--- src/rtl/wfq_pkg.sv ---
// Shared definitions for the WFQ read-side service monitor: default sizes,
// FSM state encoding and a saturating increment helper.
package wfq_pkg;

    localparam int NUM_FLOWS_DEF = 4;
    localparam int FLOW_ID_W_DEF = 2;
    localparam int DATA_W_DEF    = 64;

    // Width the saturating helper operates at; counters up to 64 bits fit.
    localparam int SAT_W = 64;

    typedef enum logic {
        ST_IDLE = 1'b0,
        ST_RUN  = 1'b1
    } state_e;

    function automatic logic [SAT_W-1:0] sat_inc(input logic [SAT_W-1:0] value,
                                                 input logic [SAT_W-1:0] max_value);
        return (value >= max_value) ? value : value + SAT_W'(1);
    endfunction

endpackage

--- src/rtl/wfq_req_delay.sv ---
// DEPTH-deep shift register of a request pulse; the last tap marks the cycle
// the matching read data is valid. Shifts every cycle, no enable.
module wfq_req_delay
    import wfq_pkg::*;
#(
    parameter int DEPTH = 7
) (
    input  logic clk,
    input  logic rst,
    input  logic in_req,
    output logic out_strobe
);

    logic [DEPTH-1:0] shift_q;
    logic [DEPTH-1:0] shift_d;

    // NOTE: every variable written here gets a value first, so no latch is inferred.
    always_comb begin
        shift_d    = shift_q;
        shift_d[0] = in_req;
        for (int i = 1; i < DEPTH; i++) begin
            shift_d[i] = shift_q[i-1];
        end
    end

    // NOTE: state registers use non-blocking assignments so all flops update together.
    always_ff @(posedge clk or posedge rst) begin
        if (rst) begin
            shift_q <= '0;
        end else begin
            shift_q <= shift_d;
        end
    end

    assign out_strobe = shift_q[DEPTH-1];

endmodule

--- src/rtl/wfq_service_monitor.sv ---
// Per-flow served-word accountant on the scheduler read port: aligns requests
// with returned data, counts by flow tag (cumulative or windowed), registered readout.
module wfq_service_monitor
    import wfq_pkg::*;
#(
    parameter int NUM_FLOWS  = NUM_FLOWS_DEF,
    parameter int FLOW_ID_W  = FLOW_ID_W_DEF,
    parameter int DATA_W     = DATA_W_DEF,
    parameter int RD_LATENCY = 7,
    parameter int CNT_W      = 32,
    parameter int WIN_W      = 16
) (
    input  logic                 clk,
    input  logic                 rst,
    input  logic                 in_enable,
    input  logic                 in_window_mode,
    input  logic [WIN_W-1:0]     in_window_len,
    input  logic                 in_clear,
    input  logic                 in_rd_packet_req,
    input  logic [DATA_W-1:0]    in_rd_data,
    input  logic [FLOW_ID_W-1:0] in_sel,
    output logic [CNT_W-1:0]     out_cnt,
    output logic [CNT_W+2:0]     out_bytes,
    output logic [CNT_W+5:0]     out_total,
    output logic [CNT_W-1:0]     out_unknown_cnt,
    output logic                 out_window_done
);

    localparam int BYTES_W        = CNT_W + 3;
    localparam int TOT_W          = CNT_W + 6;
    localparam int BYTES_PER_WORD = DATA_W / 8;
    localparam logic [SAT_W-1:0] CNT_MAX = SAT_W'({CNT_W{1'b1}});

    state_e               state_q, state_d;
    logic [WIN_W-1:0]     win_q, win_d;
    logic [CNT_W-1:0]     live_q [NUM_FLOWS];
    logic [CNT_W-1:0]     live_d [NUM_FLOWS];
    logic [CNT_W-1:0]     snap_q [NUM_FLOWS];
    logic [CNT_W-1:0]     snap_d [NUM_FLOWS];
    logic [CNT_W-1:0]     live_inc [NUM_FLOWS];
    logic [CNT_W-1:0]     unk_q, unk_d, unk_inc;
    logic [CNT_W-1:0]     unk_snap_q, unk_snap_d;
    logic                 done_q, done_d;
    logic [CNT_W-1:0]     cnt_q, cnt_d;
    logic [BYTES_W-1:0]   bytes_q, bytes_d;
    logic [TOT_W-1:0]     total_q, total_d;
    logic [CNT_W-1:0]     unk_out_q, unk_out_d;

    logic                 strobe;
    logic                 run;
    logic                 sample;
    logic                 boundary;
    logic [FLOW_ID_W-1:0] tag;
    logic [WIN_W-1:0]     win_last;
    logic                 unused_data;

    wfq_req_delay #(
        .DEPTH(RD_LATENCY)
    ) u_req_delay (
        .clk       (clk),
        .rst       (rst),
        .in_req    (in_rd_packet_req),
        .out_strobe(strobe)
    );

    assign tag         = in_rd_data[FLOW_ID_W-1:0];
    assign unused_data = ^in_rd_data[DATA_W-1:FLOW_ID_W];
    assign run         = (state_q == ST_RUN);
    assign sample      = strobe && run;
    // A zero window length behaves as a one-cycle window.
    assign win_last    = (in_window_len == '0) ? '0 : in_window_len - WIN_W'(1);
    assign boundary    = run && in_window_mode && !in_clear && (win_q >= win_last);
    assign done_d      = boundary;

    always_comb begin
        state_d = state_q;
        case (state_q)
            ST_IDLE: if (in_enable)  state_d = ST_RUN;
            ST_RUN:  if (!in_enable) state_d = ST_IDLE;
            default: state_d = ST_IDLE;
        endcase

        // Held at 0 outside RUN so each entry to RUN starts a fresh window.
        win_d = win_q;
        if (!run || in_clear || boundary) begin
            win_d = '0;
        end else if (in_window_mode) begin
            win_d = win_q + WIN_W'(1);
        end
    end

    always_comb begin
        unk_inc = unk_q;
        if (sample && (int'(tag) >= NUM_FLOWS)) begin
            unk_inc = CNT_W'(sat_inc(SAT_W'(unk_q), CNT_MAX));
        end
        for (int i = 0; i < NUM_FLOWS; i++) begin
            live_inc[i] = live_q[i];
            if (sample && (tag == FLOW_ID_W'(i))) begin
                live_inc[i] = CNT_W'(sat_inc(SAT_W'(live_q[i]), CNT_MAX));
            end
        end

        // Clear wins over both the sample and the window boundary.
        unk_d      = unk_inc;
        unk_snap_d = unk_snap_q;
        for (int i = 0; i < NUM_FLOWS; i++) begin
            live_d[i] = live_inc[i];
            snap_d[i] = snap_q[i];
        end
        if (in_clear) begin
            unk_d = '0;
            for (int i = 0; i < NUM_FLOWS; i++) live_d[i] = '0;
        end else if (boundary) begin
            unk_snap_d = unk_inc;
            unk_d      = '0;
            for (int i = 0; i < NUM_FLOWS; i++) begin
                snap_d[i] = live_inc[i];
                live_d[i] = '0;
            end
        end
    end

    always_comb begin
        logic [CNT_W-1:0] src;
        src     = '0;
        cnt_d   = '0;
        total_d = '0;
        for (int i = 0; i < NUM_FLOWS; i++) begin
            src     = in_window_mode ? snap_q[i] : live_q[i];
            total_d = total_d + TOT_W'(src);
            if (in_sel == FLOW_ID_W'(i)) cnt_d = src;
        end
        bytes_d   = BYTES_W'(cnt_d) * BYTES_W'(BYTES_PER_WORD);
        unk_out_d = in_window_mode ? unk_snap_q : unk_q;
    end

    // NOTE: the counter arrays are flops, not RAM, so they take the async reset like any other state.
    always_ff @(posedge clk or posedge rst) begin
        if (rst) begin
            state_q    <= ST_IDLE;
            win_q      <= '0;
            unk_q      <= '0;
            unk_snap_q <= '0;
            done_q     <= 1'b0;
            cnt_q      <= '0;
            bytes_q    <= '0;
            total_q    <= '0;
            unk_out_q  <= '0;
            for (int i = 0; i < NUM_FLOWS; i++) begin
                live_q[i] <= '0;
                snap_q[i] <= '0;
            end
        end else begin
            state_q    <= state_d;
            win_q      <= win_d;
            unk_q      <= unk_d;
            unk_snap_q <= unk_snap_d;
            done_q     <= done_d;
            cnt_q      <= cnt_d;
            bytes_q    <= bytes_d;
            total_q    <= total_d;
            unk_out_q  <= unk_out_d;
            for (int i = 0; i < NUM_FLOWS; i++) begin
                live_q[i] <= live_d[i];
                snap_q[i] <= snap_d[i];
            end
        end
    end

    assign out_cnt         = cnt_q;
    assign out_bytes       = bytes_q;
    assign out_total       = total_q;
    assign out_unknown_cnt = unk_out_q;
    assign out_window_done = done_q;

endmodule
--- config.mk ---
export PLATFORM = sky130hd
export DESIGN_NAME = wfq_service_monitor
export DESIGN_NICKNAME = d
export VERILOG_FILES = /design/src/rtl/wfq_pkg.sv /design/src/rtl/wfq_req_delay.sv /design/src/rtl/wfq_service_monitor.sv
export SDC_FILE = /design/constraint.sdc
export NUM_CORES = 1
export LEC_CHECK = 0
export BUFFER_PORTS_ARGS = -buffer_cell sky130_fd_sc_hd__clkbuf_2
export CAP_MARGIN = 25
export CORE_ASPECT_RATIO = 1.75
export CORE_MARGIN = 2
export CORE_UTILIZATION = 60
export DETAILED_ROUTE_END_ITERATION = 8
export PLACE_DENSITY = 0.81
export SETUP_SLACK_MARGIN = 0.05
export SLEW_MARGIN = 5
export SYNTH_ARGS = -nofsm -noshare
export SYNTH_HDL_FRONTEND = slang
export SYNTH_SLANG_ARGS = --single-unit
--- constraint.sdc ---
create_clock -name clk -period 18.7 [get_ports clk]
set_clock_uncertainty 0.05 [all_clocks]
set_input_delay 3.74 -clock clk [delete_from_list [all_inputs] [get_ports clk]]
set_output_delay 3.74 -clock clk [all_outputs]
set_load 0.05 [all_outputs]
Yosys cells after proc, flatten, opt, wreduce, memory -nomap -nowiden
Cells that the tools add are included.
{ "op_classes": {"addsub": 9, "magnitude_cmp": 5, "n_eq_ne": 6, "muxes": 25, "bitwise_logic": 1, "n_reduce_logical": 18} }
{ "ops": {"columns": ["operator", "n"], "rows": [
  ["2-to-1 mux 32 bit", 19],
  ["2-to-1 mux 128 bit", 2],
  ["adder 32 x 1 -> 32 bit, second input constant", 4],
  [">= comparator 32 bit, second input constant", 4],
  ["2-to-1 mux 16 bit", 3],
  ["adder 34 x 32 -> 35 bit", 1],
  ["adder 33 x 32 -> 34 bit", 1],
  ["adder 32 x 32 -> 33 bit", 1],
  ["adder 16 x 1 -> 16 bit, second input constant", 1],
  [">= comparator 16 bit", 1],
  ["logical NOT 16 bit", 1],
  ["subtractor 16 x 1 -> 16 bit, second input constant", 1],
  ["equality test 2 bit, second input constant", 4],
  ["logical AND 1 bit", 8],
  ["equality test 2 x 1 -> 1 bit, second input constant", 2],
  ["logical NOT 2 bit", 2],
  ["nonzero test 2 bit", 2],
  ["logical NOT 1 bit", 2],
  ["logical OR 1 bit", 2],
  ["AND reduction 2 bit", 1],
  ["2-to-1 mux 1 bit", 1],
  ["NOT 1 bit", 1]
]} }
{ "word_totals": {"register_bits": 444, "in_bits": 88, "word_cells": 81} }

Longest topological paths before layout
{ "logic_depth": {"depth_word": 6, "ltp_mapped": 19} }

By module
From an unflattened synthesis, not the netlist that was laid out.
{ "hier_totals": {"hier_cells": 2113, "hier_area_um2": 20248.2} }
{ "by_module_without_submodules": {"columns": ["module", "instances", "cells_per_inst", "area_each_um2", "seq_area_each_um2"], "rows": [
  ["wfq_service_monitor", 1, 2105, 20069.2, 8508.2],
  ["wfq_req_delay", 1, 8, 178.9, 175.2]
]} }

Worst setup path before layout
Ideal clock, no wire load.
{ "synth_path": {"path_kind": "input to register", "startpoint": "in in_window_mode", "endpoint": "reg total_q[31] (netlist: out_total[31])", "arrival_ns": 8.228, "slack_ns": 10.342, "path_stages": 17, "n_path_buf": 3, "path_cell_list": "clkbuf_1 -> buf_2 -> buf_1 -> mux2i_1 -> fa_1 -> fa_1 -> inv_1 -> ha_1 -> fa_1 -> a211oi_2 -> o211ai_1 -> nand3_1 -> o221ai_2 -> a221o_1 -> a31o_2 -> a221oi_2 -> xnor2_1"} }
{ "synth_between": {"elab_chain_len": 4, "word_cells_on_any_way": 7} }
{ "synth_rtl": {"columns": ["element", "line_no", "rtl"], "rows": [
  ["from (decl)", "wfq_service_monitor.sv:16", "input logic in_window_mode,"],
  ["2-to-1 mux 32 bit", "wfq_service_monitor.sv:130", "src = in_window_mode ? snap_q[i] : live_q[i];"],
  ["adder 32 x 32 -> 33 bit", "wfq_service_monitor.sv:131", "total_d = total_d + TOT_W'(src);"],
  ["adder 33 x 32 -> 34 bit", "wfq_service_monitor.sv:131", null],
  ["adder 34 x 32 -> 35 bit *", "wfq_service_monitor.sv:131", null],
  ["net total_d[31]", "wfq_service_monitor.sv:46", "logic [TOT_W-1:0] total_q, total_d;"],
  ["to (signal assigned)", "wfq_service_monitor.sv:162", "total_q <= total_d;"],
  ["to (decl)", "wfq_service_monitor.sv:46", null]
]} }
The timed path passes the listed nets; every way through them passes the cells marked *.
A chain may end at the register's enable or synchronous reset.

==> results.tsv <==
stage	metric	value	unit
worst_setup_path	worstPathCellList	clkbuf_2 > or3_1 > nor2_2 > nand2_1 > or3_1 > or3_1 > nor3_2 > xor2_1 > nand2_1 > ha_1 > a21o_1 > a211o_1 > a31oi_1 > nor2_1 > nand3_4 > nand2b_4 > buf_4 > nor2_1	
clock_tree	tritoncts_num_sinks	347	
logic_synthesis	yosys-top-cells-area	sky130_fd_sc_hd__dfrtp_1, sky130_fd_sc_hd__fa_1, sky130_fd_sc_hd__nand2_1, sky130_fd_sc_hd__mux2i_1, sky130_fd_sc_hd__xnor2_1	
route	drt-initial-drc-count	1214	
timing	final_critical_path_setup_slack	9700	ps
timing	final-hold-violation-count	0	
worst_setup_path	end_kind	flip-flop	
outcome	outcome	completed	
power_and_ir_drop	power_per_cell_area	70.9	nW/µm²
cells_and_area	final_net_count	2337	
timing	pins_over_slew_limit	0	
global_route	groute.usage.overall	28.3	%
cells_and_area	area.growth.synth_to_final	7.39	%
cells_and_area	count_of_filler_cells_inserted_in_the_layout	2684	
placement	placed_cell_count	2551	
worst_setup_path	cpPeakStageDelay	950	ps
clock_tree	cts_root_buffer	sky130_fd_sc_hd__clkbuf_16	
clock_tree	postCtsSetupBuffers	0	
logic_synthesis	synth_top_cell_by_area	sky130_fd_sc_hd__dfrtp_1	
clock_tree	cts.htree.levels	1	
logic_synthesis	yosysWarningCount	0	
route	detailedRoute.firstPassIterationCount	5	
logic_synthesis	synth.distinct_cells	74	
route	met2WireLength	25300	µm
logic_synthesis	synthArstFlopShare	100	%
route	route.detailed.wl_per_inst	19.1	µm
logic_synthesis	netlist_area	20400	µm²
worst_setup_path	critical_path.most_common_cell	sky130_fd_sc_hd__or3_1	
floorplanning	std_cell_rows	89	
timing	finalHoldWorstSlack	298	ps
floorplanning	core_area	33600	µm²
worst_setup_path	worst-r2r-cell-count	13	
clock_tree	cts_buffers	31	
global_route	total_grt_overflow	0	
power_and_ir_drop	leakagePower	10.8	nW
worst_setup_path	path_class	in2reg	
route	routed-via-count	15200	
worst_setup_path	critPathLaunchType	primary input	
cells_and_area	antenna_cells_inserted	0	
timing	timing.final.crit_period	9000	ps
route	met1_length	18900	µm
worst_setup_path	critical_path_arrival	9380	ps
clock_tree	clock_latency	590	ps
worst_hold_path	holdCritPathClass	reg2reg	
route	detail_route.drc_violations	0	
route	maxUsedRoutingLayer	met4	
placement	worst_slack_at_placement	9200	ps
logic_synthesis	most_frequently_used_cell_type_in_the_post_synthesis_netlist	sky130_fd_sc_hd__dfrtp_1	
run	timing.max_cap.violations	0	
timing	timing.fmax	0.111	GHz
timing	slew_of_the_pin_with_the_lowest_slew_margin	970	ps
global_route	grt_antenna_before_repair	0	
floorplanning	top_level_ports	226	
logic_synthesis	synthDominantCellAreaShare	42.5	%
worst_setup_path	critical_path.max_fanout	78	
cells_and_area	final_layout_size_suffix_gt1_share	13.5	%
global_route	grt_start_max_net_pins	170	
worst_hold_path	hold_depth	0	
floorplanning	dieHeight	248	µm
placement	place.detailed.hpwl	35700	µm
logic_synthesis	ys_ff_latch	347	
floorplanning	initial_utilization	60.8	%
logic_synthesis	yosys-top-cells-count	sky130_fd_sc_hd__dfrtp_1, sky130_fd_sc_hd__nand2_1, sky130_fd_sc_hd__nor2_1, sky130_fd_sc_hd__o21ai_0, sky130_fd_sc_hd__mux2i_1	
power_and_ir_drop	vdd_ir_drop_max	72.6	µV
clock_tree	gates_resized_cts_repair	0	
clock_tree	cts_tree	done	
floorplanning	die_width	144	µm
logic_synthesis	synthesis.instances	2078	
clock_tree	clk_path_buf_depth	3	
worst_setup_path	worst_ep_required_time	19080	ps
logic_synthesis	synth-seq-area-share	42.5	%
clock_tree	cts_hold_buf	0	
logic_synthesis	syn_avg_cell_area	9.84	µm²
route	met3_wirelength	2750	µm
timing	final-setup-viol-count	0	
placement	count_of_buffers_inserted_at_the_top_level_ports	124	
global_route	first_global_vias	15400	
placement	finalWeightedCongestion	0.886	
clock_tree	path_clk_slew	60	ps
cells_and_area	post_layout_nonfiller_instances	2608	
timing	rsz_0062_raised_after_global_routing	false	
logic_synthesis	edff_count_synth	0	
route	vias_per_cell	5.81	
timing	setup_tns	0	ps
timing	slew_headroom	35.3	%
route	detail_route.wirelength	49800	µm
worst_setup_path	timing.critical_path.slowest_stage_cell	sky130_fd_sc_hd__nand2b_4	
logic_synthesis	synth_ff_type	sky130_fd_sc_hd__dfrtp_1	
timing	layout_worst_path_cycle_share	48.1	%
floorplanning	die_area	35600	µm²
route	antenna_left	0	
global_route	grt_first_pass_wirelength	79200	µm
[critical path, delay by kind of cell]
family | cells | cell delay (ps)
buffers and inverters | 2 | 840
AOI/OAI and AO/OA | 3 | 430
adders and majority gates | 1 | 330
and+or+nand+nor | 11 | 3800
xor gates and xnor gates | 1 | 170
[report_power, final]
group          internal [mW]  switching, mW  total, mW  leakage (nW)
registers              0.756        0.00371      0.759          4.80
clock network          0.385          0.289      0.674         0.539
logic                 0.0263         0.0976      0.124          5.42
[metrics by stage]
step           total power, mW  area, µm²  utilization [%]
2_1_floorplan            0.882      20600                -
3_3_place_gp             0.895      20900             62.0
3_5_place_dp             0.897      20900             62.1
4_1_cts                   1.57      22000             65.3
5_1_grt                   1.61      22000             65.3
6_report                  1.56      22000             65.3
[cell families (layout without fill, tap and decap cells)]
family	count (synthesis)	in the layout	share of synthesized area (%)
compound gates	271	271	8.14
fa+ha+maj	120	120	9.69
simple gates	799	799	18.5
other cells	1	39	0.0183
buf+inv	229	266	6.44
flops	347	347	42.5
mux	139	139	7.32
xor+xnor	172	172	7.40
[cell usage in the layout, fill, tap and decap left out, types with 8 or more instances in the layout]
cell type,count
sky130_fd_sc_hd__mux2_2,25
sky130_fd_sc_hd__nand3_1,61
sky130_fd_sc_hd__and3_1,54
sky130_fd_sc_hd__inv_1,71
sky130_fd_sc_hd__xor2_1,77
sky130_fd_sc_hd__nor2_1,211
sky130_fd_sc_hd__clkbuf_8,10
sky130_fd_sc_hd__o21ai_0,131
sky130_fd_sc_hd__conb_1,39
sky130_fd_sc_hd__ha_1,56
sky130_fd_sc_hd__and2_1,12
sky130_fd_sc_hd__a21oi_1,32
sky130_fd_sc_hd__and4_1,12
sky130_fd_sc_hd__a211oi_1,8
sky130_fd_sc_hd__mux2i_1,108
sky130_fd_sc_hd__buf_4,10
sky130_fd_sc_hd__clkbuf_2,123
sky130_fd_sc_hd__nor4_1,9
sky130_fd_sc_hd__nand4_1,35
sky130_fd_sc_hd__dfrtp_1,347
sky130_fd_sc_hd__a31o_2,27
sky130_fd_sc_hd__nor3_1,25
sky130_fd_sc_hd__fa_1,64
sky130_fd_sc_hd__clkbuf_16,31
sky130_fd_sc_hd__nand2_1,319
sky130_fd_sc_hd__a21o_1,22
sky130_fd_sc_hd__o21ai_1,14
sky130_fd_sc_hd__xnor2_1,94
[flip-flops by register name, summed over array words and instances, names as in the netlist]
| register | cells |
|---|---|
| live_q | 128 |
| run | 1 |
| out_window_done | 1 |
| win_q | 16 |
| snap_q | 128 |
| u_req_delay.shift_q | 7 |
| out_bytes | 32 |
| out_total | 34 |
[worst paths after layout]
kind                       slack (ps)                   start                     end
max reg2reg                     13890              live_q[74]           out_total[26]
min in group asynchronous        3210                     rst            out_total[8]
max                              9700        in_window_len[4]              live_q[71]
min                               300  u_req_delay.shift_q[5]  u_req_delay.shift_q[6]
max in group asynchronous       13880                     rst              snap_q[58]
min reg2reg                       300  u_req_delay.shift_q[5]  u_req_delay.shift_q[6]
[routing by layer]
| layer | vias to the layer above | global-route usage [%] |
|---|---|---|
| met2 | 518 | 49.6 |
| met1 | 7465 | 33.4 |
| li1 | 7028 | - |
| met3 | 153 | 4.06 |
| met4 | 0 | 15.4 |
| met5 | - | 0 |
[cell type report]
cell class                      count  area [µm²]  area share [%]
Inverter                           73         282            1.28
Timing Repair Buffer              136         749            3.41
Tap cell                          455         569            2.59
Sequential cell                   347        8680            39.5
Clock inverter                     14         159           0.724
Clock buffer                       43         921            4.19
Multi-Input combinational cell   1540       10600            48.3
(Power assumes the default switching activity.)
